==> src/rtl/tt_ctrl_seq_pkg.sv <==
// Shared types and constants for the Tiny Tapeout control-pad sequencer.
// Imported by tt_ctrl_seq_if, tt_ctrl_seq_timer and tt_ctrl_seq.
package tt_ctrl_pkg;

  // Default width of a design address on the mux.
  localparam int unsigned TT_CTRL_ADDR_W = 10;

  // Legal range of cycles per protocol phase.
  localparam int unsigned TT_CTRL_HP_MIN = 1;
  localparam int unsigned TT_CTRL_HP_MAX = 255;

  // Phase timer width: wide enough for TT_CTRL_HP_MAX.
  localparam int unsigned TT_CTRL_TMR_W = 8;

  // Sequencer states, in protocol order.
  typedef enum logic [2:0] {
    IDLE,
    DIS,
    RST,
    REL,
    INC_H,
    INC_L,
    FIN
  } tt_ctrl_state_t;

  // Clamp a phase length into the legal range so the timer always expires.
  function automatic logic [TT_CTRL_TMR_W-1:0] hp_len(input int unsigned hp);
    int unsigned r;
    if (hp < TT_CTRL_HP_MIN) begin
      r = TT_CTRL_HP_MIN;
    end else if (hp > TT_CTRL_HP_MAX) begin
      r = TT_CTRL_HP_MAX;
    end else begin
      r = hp;
    end
    return r[TT_CTRL_TMR_W-1:0];
  endfunction

endpackage

==> src/rtl/tt_ctrl_seq_if.sv <==
// Request/status bundle between a requester and tt_ctrl_seq.
// master: the requester (harness / self-test); slave: the sequencer.
interface tt_ctrl_seq_if
  import tt_ctrl_pkg::*;
#(
  parameter int unsigned ADDR_W = TT_CTRL_ADDR_W
) ();

  logic              req_valid;
  logic              req_ready;
  logic [ADDR_W-1:0] req_addr;
  logic              req_ena;
  logic              done;
  logic [ADDR_W-1:0] cur_addr;
  logic              cur_valid;

  modport master (
    output req_valid,
    output req_addr,
    output req_ena,
    input  req_ready,
    input  done,
    input  cur_addr,
    input  cur_valid
  );

  modport slave (
    input  req_valid,
    input  req_addr,
    input  req_ena,
    output req_ready,
    output done,
    output cur_addr,
    output cur_valid
  );

endinterface

==> src/rtl/tt_ctrl_seq_timer.sv <==
// Phase down-counter for tt_ctrl_seq. Loading with len makes expire
// assert in the len-th cycle after the load edge; reloading on that
// same cycle starts the next phase without a gap.
module tt_ctrl_seq_timer
  import tt_ctrl_pkg::*;
(
  input  logic                     clk,
  input  logic                     rst_n,
  input  logic                     load,
  input  logic [TT_CTRL_TMR_W-1:0] len,
  output logic                     expire
);

  logic [TT_CTRL_TMR_W-1:0] cnt;

  // Count down from len to zero, holding at zero until the next load.
  always_ff @(posedge clk) begin
    if (!rst_n) begin
      cnt <= '0;
    end else if (load) begin
      cnt <= len;
    end else if (cnt != '0) begin
      cnt <= cnt - TT_CTRL_TMR_W'(1);
    end
  end

  assign expire = (cnt == TT_CTRL_TMR_W'(1));

endmodule

==> src/rtl/tt_ctrl_seq.sv <==
// Initiator for the Tiny Tapeout design-select control pads.
// Turns one "select design A" request into the ctl_ena / ctl_sel_rst_n /
// ctl_sel_inc pulse train expected by the tt_top mux controller.
// Optional: define TT_CTRL_SEQ_INCREMENTAL_EN to count forward from the
// currently selected design instead of resetting the select counter.
module tt_ctrl_seq
  import tt_ctrl_pkg::*;
#(
  parameter int unsigned ADDR_W      = TT_CTRL_ADDR_W,
  parameter int unsigned HALF_PERIOD = 4
) (
  input  logic             clk,
  input  logic             rst_n,
  tt_ctrl_seq_if.slave     bus,
  output logic             ctl_sel_rst_n,
  output logic             ctl_sel_inc,
  output logic             ctl_ena
);

  localparam logic [TT_CTRL_TMR_W-1:0] PHASE_LEN = hp_len(HALF_PERIOD);

  tt_ctrl_state_t    state;
  logic [ADDR_W:0]   n_q;
  logic [ADDR_W-1:0] addr_q;
  logic              ena_q;
  logic              req_ready_q;
  logic              done_q;
  logic [ADDR_W-1:0] cur_addr_q;
  logic              cur_valid_q;

  logic              accept;
  logic              tmr_load;
  logic              tmr_expire;

`ifdef TT_CTRL_SEQ_INCREMENTAL_EN
  logic              inc_hit;
  logic              skip_q;

  assign inc_hit = cur_valid_q && (bus.req_addr >= cur_addr_q);
`endif

  assign accept = (state == IDLE) && bus.req_valid;

  // Restart the phase timer on entry to every timed state.
  always_comb begin
    tmr_load = 1'b0;
    case (state)
      IDLE:                         tmr_load = accept;
      DIS, RST, REL, INC_H, INC_L:  tmr_load = tmr_expire;
      default:                      tmr_load = 1'b0;
    endcase
  end

  tt_ctrl_seq_timer u_timer (
    .clk    (clk),
    .rst_n  (rst_n),
    .load   (tmr_load),
    .len    (PHASE_LEN),
    .expire (tmr_expire)
  );

  // Sequencer: state and every output are registered on the transition edge.
  always_ff @(posedge clk) begin
    if (!rst_n) begin
      state         <= IDLE;
      n_q           <= '0;
      addr_q        <= '0;
      ena_q         <= 1'b0;
      req_ready_q   <= 1'b1;
      done_q        <= 1'b0;
      cur_addr_q    <= '0;
      cur_valid_q   <= 1'b0;
      ctl_sel_rst_n <= 1'b1;
      ctl_sel_inc   <= 1'b0;
      ctl_ena       <= 1'b0;
`ifdef TT_CTRL_SEQ_INCREMENTAL_EN
      skip_q        <= 1'b0;
`endif
    end else begin
      case (state)
        IDLE: begin
          if (accept) begin
            addr_q      <= bus.req_addr;
            ena_q       <= bus.req_ena;
            req_ready_q <= 1'b0;
            ctl_ena     <= 1'b0;
            state       <= DIS;
`ifdef TT_CTRL_SEQ_INCREMENTAL_EN
            skip_q      <= inc_hit;
            n_q         <= inc_hit ? ({1'b0, bus.req_addr} - {1'b0, cur_addr_q})
                                   : {1'b0, bus.req_addr};
`else
            n_q         <= {1'b0, bus.req_addr};
`endif
          end
        end

        DIS: begin
          if (tmr_expire) begin
`ifdef TT_CTRL_SEQ_INCREMENTAL_EN
            // Mux already sits at or below the target: count on from there.
            if (skip_q) begin
              if (n_q != '0) begin
                state       <= INC_H;
                ctl_sel_inc <= 1'b1;
              end else begin
                state       <= FIN;
                done_q      <= 1'b1;
                ctl_ena     <= ena_q;
                cur_addr_q  <= addr_q;
                cur_valid_q <= 1'b1;
              end
            end else begin
              state         <= RST;
              ctl_sel_rst_n <= 1'b0;
            end
`else
            state         <= RST;
            ctl_sel_rst_n <= 1'b0;
`endif
          end
        end

        RST: begin
          if (tmr_expire) begin
            state         <= REL;
            ctl_sel_rst_n <= 1'b1;
          end
        end

        REL: begin
          if (tmr_expire) begin
            if (n_q != '0) begin
              state       <= INC_H;
              ctl_sel_inc <= 1'b1;
            end else begin
              state       <= FIN;
              done_q      <= 1'b1;
              ctl_ena     <= ena_q;
              cur_addr_q  <= addr_q;
              cur_valid_q <= 1'b1;
            end
          end
        end

        INC_H: begin
          if (tmr_expire) begin
            state       <= INC_L;
            ctl_sel_inc <= 1'b0;
          end
        end

        INC_L: begin
          if (tmr_expire) begin
            n_q <= n_q - (ADDR_W + 1)'(1);
            // n_q still holds the pre-decrement count here.
            if (n_q > (ADDR_W + 1)'(1)) begin
              state       <= INC_H;
              ctl_sel_inc <= 1'b1;
            end else begin
              state       <= FIN;
              done_q      <= 1'b1;
              ctl_ena     <= ena_q;
              cur_addr_q  <= addr_q;
              cur_valid_q <= 1'b1;
            end
          end
        end

        FIN: begin
          state       <= IDLE;
          done_q      <= 1'b0;
          req_ready_q <= 1'b1;
        end

        default: begin
          state         <= IDLE;
          req_ready_q   <= 1'b1;
          done_q        <= 1'b0;
          ctl_sel_rst_n <= 1'b1;
          ctl_sel_inc   <= 1'b0;
          ctl_ena       <= 1'b0;
        end
      endcase
    end
  end

  assign bus.req_ready = req_ready_q;
  assign bus.done      = done_q;
  assign bus.cur_addr  = cur_addr_q;
  assign bus.cur_valid = cur_valid_q;

endmodule

==> src/flat_wrapper.sv <==
// flat-port wrapper written by rule: the top's interface ports become plain ports
module tt_ctrl_seq_flat import tt_ctrl_pkg::*;
#(
  parameter int unsigned ADDR_W      = TT_CTRL_ADDR_W,
  parameter int unsigned HALF_PERIOD = 4
)
  (clk, rst_n, ctl_sel_rst_n, ctl_sel_inc, ctl_ena, bus_req_valid, bus_req_addr, bus_req_ena, bus_req_ready, bus_done, bus_cur_addr, bus_cur_valid);
  tt_ctrl_seq_if #(.ADDR_W(ADDR_W)) bus_i ();
  input  logic clk;
  input  logic rst_n;
  output logic ctl_sel_rst_n;
  output logic ctl_sel_inc;
  output logic ctl_ena;
  input wire logic [$bits(bus_i.req_valid)-1:0] bus_req_valid;
  input wire logic [$bits(bus_i.req_addr)-1:0] bus_req_addr;
  input wire logic [$bits(bus_i.req_ena)-1:0] bus_req_ena;
  output wire logic [$bits(bus_i.req_ready)-1:0] bus_req_ready;
  output wire logic [$bits(bus_i.done)-1:0] bus_done;
  output wire logic [$bits(bus_i.cur_addr)-1:0] bus_cur_addr;
  output wire logic [$bits(bus_i.cur_valid)-1:0] bus_cur_valid;
  assign bus_i.req_valid = bus_req_valid;
  assign bus_i.req_addr = bus_req_addr;
  assign bus_i.req_ena = bus_req_ena;
  assign bus_req_ready = bus_i.req_ready;
  assign bus_done = bus_i.done;
  assign bus_cur_addr = bus_i.cur_addr;
  assign bus_cur_valid = bus_i.cur_valid;
  tt_ctrl_seq #(.ADDR_W(ADDR_W), .HALF_PERIOD(HALF_PERIOD)) u_core (.clk(clk), .rst_n(rst_n), .bus(bus_i), .ctl_sel_rst_n(ctl_sel_rst_n), .ctl_sel_inc(ctl_sel_inc), .ctl_ena(ctl_ena));
endmodule
==> config.mk <==
export PLATFORM = sky130hd
export DESIGN_NAME = tt_ctrl_seq_flat
export DESIGN_NICKNAME = d
export VERILOG_FILES = /design/src/rtl/tt_ctrl_seq_pkg.sv /design/src/rtl/tt_ctrl_seq_if.sv /design/src/rtl/tt_ctrl_seq_timer.sv /design/src/rtl/tt_ctrl_seq.sv /design/src/flat_wrapper.sv
export SDC_FILE = /design/constraint.sdc
export NUM_CORES = 1
export LEC_CHECK = 0
export BUFFER_PORTS_ARGS = -buffer_cell sky130_fd_sc_hd__buf_2
export CORE_MARGIN = 10
export CORE_UTILIZATION = 40
export CTS_BUF_LIST = sky130_fd_sc_hd__clkbuf_4 sky130_fd_sc_hd__clkbuf_8 sky130_fd_sc_hd__clkbuf_16
export DETAILED_ROUTE_END_ITERATION = 8
export HOLD_SLACK_MARGIN = 0.12
export MAX_ROUTING_LAYER = met4
export PLACE_DENSITY = 0.59
export SLEW_MARGIN = 20
export SYNTH_ARGS = -nofsm -noshare
export SYNTH_HDL_FRONTEND = slang
export SYNTH_HIERARCHICAL = 1
export SYNTH_SLANG_ARGS = --single-unit
==> constraint.sdc <==
create_clock -name clk -period 3.6 [get_ports clk]
set_input_delay 0.36 -clock clk [delete_from_list [all_inputs] [get_ports clk]]
set_output_delay 0.36 -clock clk [all_outputs]
set_load 0.02 [all_outputs]
=== After elaboration in Yosys (flattened, before gate mapping) ===
Index checks and enable logic that the tools add are counted.

* Flip-flop bits (word level): 49
* Output and inout bits: 16
* Bits of input ports: 14

* Bitwise operators: 6
* Reduce and logical (&&, ||, !) cells: 22
* Mux-type cells: 41
* Equality and inequality tests: 17
* Add/sub/neg operators: 2
* $lt $le $gt $ge: 1

{| class="wikitable"
|+ Operators with widths
! kind !! number
|-
| $mux W10 || 4
|-
| $mux W3 || 8
|-
| $mux W11 || 2
|-
| $pmux W11 S2 || 1
|-
| $pmux W10 S2 || 1
|-
| $pmux W3 S6 || 1
|-
| $reduce_and A6 Y1 || 3
|-
| $ne A2 B1 Y1 const B || 8
|-
| $mux W1 || 15
|-
| $reduce_or A4 Y1 || 3
|-
| $gt A11 B1 Y1 const B || 1
|-
| $reduce_bool A11 Y1 || 1
|-
| $sub A11 B1 Y11 const B || 1
|-
| $reduce_and A5 Y1 || 2
|-
| $reduce_or A5 Y1 || 2
|-
| $eq A3 B3 Y1 const B || 3
|-
| $eq A8 B1 Y1 const B || 1
|-
| $pmux W1 S4 || 2
|-
| $reduce_bool A8 Y1 || 1
|-
| $sub A8 B1 Y8 const B || 1
|-
| $eq A3 B2 Y1 const B || 2
|-
| $not A1 Y1 || 6
|-
| $pmux W1 S2 || 3
|-
| $pmux W1 S3 || 2
|-
| other kinds (9) || 15
|}

=== Longest topological paths before layout ===
* Word-level depth: 4
* Depth in mapped cells: 11
* Mapped depth without buffers: 9

=== Hierarchy ===
The synthesis kept the hierarchy.

{| class="wikitable"
|+ Modules (own cells, without submodules)
! module !! area each (um^2) !! cells an instance !! times used
|-
| tt_ctrl_seq || 2064.5 || 258 || 1
|-
| tt_ctrl_seq_timer || 495.5 || 54 || 1
|}

=== Worst setup path before layout ===
No wires, ideal clock.

* Path kind: register to register
* From: reg u_core.u_timer.cnt[4]
* To: reg u_core.n_q[10]
* Data arrival time: 2.170 ns
* Path buffers: 0
* Stages on the path, launching flop included: 7
* Required time: 3.520 ns
* Setup time: 0.080 ns
* Setup slack: 1.350 ns
* Cell sequence: dfxtp_1 > nor4_4 > and3_2 > nand4b_4 > or4_1 > or4_1 > a211oi_2

* Word-level cells in the longest chain between the ends: 3

{| class="wikitable"
|+ RTL lines
! item !! line !! text
|-
| start: declaration || tt_ctrl_seq_timer.sv:14 || <nowiki>logic [TT_CTRL_TMR_W-1:0] cnt;</nowiki>
|-
| start signal: assignment || tt_ctrl_seq_timer.sv:21 || <nowiki>cnt <= len;</nowiki>
|-
| start signal: assignment || tt_ctrl_seq_timer.sv:23 || <nowiki>cnt <= cnt - TT_CTRL_TMR_W'(1);</nowiki>
|-
| $eq A8 B1 Y1 || tt_ctrl_seq_timer.sv:27 || <nowiki>assign expire = (cnt == TT_CTRL_TMR_W'(1));</nowiki>
|-
| via u_core.tmr_expire || tt_ctrl_seq.sv:33 || <nowiki>logic tmr_expire;</nowiki>
|-
| $ne A2 B1 Y1 (no line) || n/a ||
|-
| $reduce_and A3 Y1 (no line) || n/a ||
|-
| end signal: assignment || tt_ctrl_seq.sv:93 || <nowiki>n_q <= {1'b0, bus.req_addr};</nowiki>
|-
| end signal: assignment || tt_ctrl_seq.sv:155 || <nowiki>n_q <= n_q - (ADDR_W + 1)'(1);</nowiki>
|-
| end: declaration || tt_ctrl_seq.sv:23 || <nowiki>logic [ADDR_W:0] n_q;</nowiki>
|}

The timed path passes the listed nets, and every way through them passes these cells.
A chain may end at the register's enable or synchronous reset.

=== Worst setup path after layout ===
Same ends and word-level chain as after synthesis.

==> Implementation_results.wiki <==
{| class="wikitable"
! Metric !! Value
|-
| Result of the run || finished, final reports clean
|-
| Fin cells || 415
|-
| Sinks on the clock net || 49
|-
| Compound-Gate Fraction of Synth Area || 0.189
|-
| Highest clock rate || 0.391 GHz
|-
| Ratio of final minimum period to clock period || 0.711
|-
| Top-level I/O count || 30
|-
| Routed wirelength normalized by instance count || 14.5 µm
|-
| Hold_ws || 296 ps
|-
| Final setup violating endpoints || 0
|-
| Portion of netlist area occupied by mux cells || 0.0591
|-
| Leakage power summed over all cells || 1.21 nW
|-
| WL final || 6.03 mm
|-
| Slowest cell on crit path || sky130_fd_sc_hd__or4_1
|-
| Number of instances in the synthesized netlist || 312
|-
| Most frequent CP cell || sky130_fd_sc_hd__or4_1
|-
| Die outline area || 10,000 µm²
|-
| Cell type with the highest aggregate area in the netlist || sky130_fd_sc_hd__dfxtp_1
|-
| All-Layer GR Usage || 0.126
|-
| Number of placement rows || 29
|-
| Layout cells sized above 1 || 0.172
|-
| Avg Vias per Cell || 5.34
|-
| Vias || 2,215
|-
| Initial antenna violation count || 0
|-
| Setup repair after global routing missed its margin || false
|-
| Mapped Avg Cell Area || 8.20 µm²
|-
| CTS hold repair buffers || 0
|-
| Async set-or-reset flop fraction in the synthesized netlist || 0
|-
| Setup crit end kind || flip-flop
|-
| Setup repair bufs after CTS || 0
|-
| Pre-CTS worst setup slack || 1060 ps
|-
| Total design power || 1.82 mW
|-
| Start-to-end type of the worst setup path || reg -> reg
|-
| Post-route DRC violation count || 0
|-
| Half-perimeter wire length after placement || 4.28 mm
|-
| Starting Density || 0.408
|-
| Power density of the placed cells || 635 nW/µm²
|-
| Cts bufs inserted || 5
|-
| DRT antenna net count || 0
|-
| Adder-cell share of the synthesized area || 0.0293
|-
| Maximum number of pins on one net before global-route repair || 32
|-
| Hold Path Class || in -> reg
|-
| Prevailing post-synth register cell || sky130_fd_sc_hd__dfxtp_1
|-
| Distinct cell type count of the synthesized netlist || 58
|-
| Final Hold Fails || 0
|-
| Flop and latch count out of synthesis || 49
|-
| Port bufs || 29
|-
| Sort of element at the start of the critical path || flip-flop
|-
| Insertion delay to the later sink of the worst-skew pair || 310 ps
|-
| Core area || 6280 µm²
|-
| Bufs on Longest Clock Path || 2
|-
| Post-Route Setup TNS || 0 ps
|-
| Count of instances resized after the clock tree is built || 0
|-
| Largest incremental delay on the critical path || 500 ps
|-
| # Max-Cap Violations || 0
|-
| Cells after DPL || 407
|-
| Worst slew margin || 0.480
|-
| Signal arrival time at the worst endpoint || 2800 ps
|-
| CTS H-tree depth || 2
|-
| Clk pin slew, worst setup/hold paths || 100 ps
|-
| Clock tree from TritonCTS || done
|-
| Critical path peak fanout || 11
|-
| Gp weighted congestion || 0.871
|-
| Xor/xnor share of the synthesized area || 0.0239
|-
| CP Cell Sequence || nor4_4 -> and3_2 -> nand4b_4 -> or4_1 -> or4_1 -> a211oi_2
|-
| Synthesis warning total || 6
|-
| Number of max-slew violations in the final report || 0
|-
| Sequential area share after synthesis || 0.383
|-
| Number of synthesized flops with an enable pin || 0
|-
| Cell area after synthesis || 2560 µm²
|-
| Highest ir drop seen on vdd || 295 µV
|-
| Most used standard cell by instance count after synthesis || sky130_fd_sc_hd__nand2_1
|-
| Area growth from synthesis to layout || 12.0%
|-
| Top cells by instance count after synthesis || sky130_fd_sc_hd__nand2_1 (64), sky130_fd_sc_hd__dfxtp_1 (49), sky130_fd_sc_hd__a21oi_1 (27)
|-
| Antenna diode count || 0
|-
| GRT overflow || 0
|-
| Slew of the pin with the lowest slew margin || 773 ps
|-
| Vertical die dimension || 100 µm
|-
| Simple-gate share of the synthesized area || 0.265
|-
| Post-Route Skew || 6.88 ps
|-
| First drt pass iteration count || 4
|-
| Clk root buf || sky130_fd_sc_hd__clkbuf_8
|-
| Horiz. Die Dim || 100 µm
|-
| CP required || 3840 ps
|-
| Least setup slack across all paths after layout || 1040 ps
|-
| Min cycle time layout || 2560 ps
|-
| First-pass GRT wire length || 10.2 mm
|-
| Number of global-route vias before repair || 2,166
|-
| Top cells by area in the synthesized netlist || sky130_fd_sc_hd__dfxtp_1 (38%), sky130_fd_sc_hd__nand2_1 (9.4%), sky130_fd_sc_hd__mux2i_1 (5.5%)
|-
| Iteration-0 DRC Markers || 113
|-
| Main combinational cell family by area after synthesis || simple AND/OR/NAND/NOR gates
|-
| Post-synth top area share || 0.383
|-
| Layout net count || 357
|}
## path summary, 6_finish.rpt
kind / from / endpoint / slack, ps / depth (start not counted)
max: u_core/u_timer/cnt[4] / u_core/n_q[10] / 1040 / 6
min: bus_req_addr[7] / u_core/addr_q[7] / 300 / 3
max reg2reg: u_core/u_timer/cnt[4] / u_core/n_q[10] / 1040 / 6
min reg2reg: u_core/bus.cur_valid / u_core/bus.cur_valid / 450 / 2
## through the flow
stage	util	area [µm²]
2_1_floorplan	-	2580
3_3_place_gp	0.441	2770
3_5_place_dp	0.441	2770
4_1_cts	0.457	2870
5_1_grt	0.457	2870
6_report	0.457	2870
## critical path, delay by kind of cell, from the launching register on
| kind | cells | cell delay (ps) |
|---|---|---|
| simple gates | 5 | 1910 |
| flops | 1 | 370 |
| compound gates | 1 | 210 |
## placed cells by master, fill, tap and decap left out, types with 7 or more instances in the layout
master	n
sky130_fd_sc_hd__o21ai_0	12
sky130_fd_sc_hd__a21oi_1	27
sky130_fd_sc_hd__inv_1	8
sky130_fd_sc_hd__conb_1	8
sky130_fd_sc_hd__buf_2	29
sky130_fd_sc_hd__a31oi_1	7
sky130_fd_sc_hd__mux2i_1	14
sky130_fd_sc_hd__dfxtp_1	49
sky130_fd_sc_hd__nor2_1	17
sky130_fd_sc_hd__nand2_1	64
## state kept, by name (all words and copies together), names as in the netlist
name and cells:
u_core/addr_q 10, u_core/ctl_sel_rst_n 1, u_core/ctl_ena 1, u_core/bus.cur_addr 10, u_core/bus.cur_valid 1, u_core/ena_q 1
u_core/bus.done 1, u_core/n_q 11, u_core/u_timer/cnt 8, u_core/ctl_sel_inc 1, u_core/bus.req_ready 1, u_core/state 3
## cell families after synthesis
group / after synthesis
AOI/OAI and AO/OA: 74
xor gates and xnor gates: 7
adders and majority gates: 6
buffers and inverters: 30
DFF: 49
muxes: 15
other: 2
and+or+nand+nor: 129
## routing by layer
layer  share of wire  GRT usage  vias to the layer above
met4           0.011     0.0543                        0
met1            0.48      0.159                     1009
li1                -          -                     1140
met5               0          -                        -
met3           0.060     0.0330                        7
met2            0.45      0.186                       59
## layout make-up
class | instances | area [µm²]
fill | 637 | 3410
tap | 77 | 96.3
multi-input combinational | 239 | 1490
timing repair buffer | 32 | 168
sequential | 49 | 981
clock inverter | 3 | 28.8
clock buffer | 5 | 68.8
inverter | 10 | 37.5
## power breakdown
part	internal, mW	leakage [nW]	switching [mW]	total (mW)
clock network	0.146	0.0506	0.212	0.358
logic	0.294	0.757	0.385	0.678
registers	0.637	0.401	0.146	0.783
(Power assumes the default switching activity.)
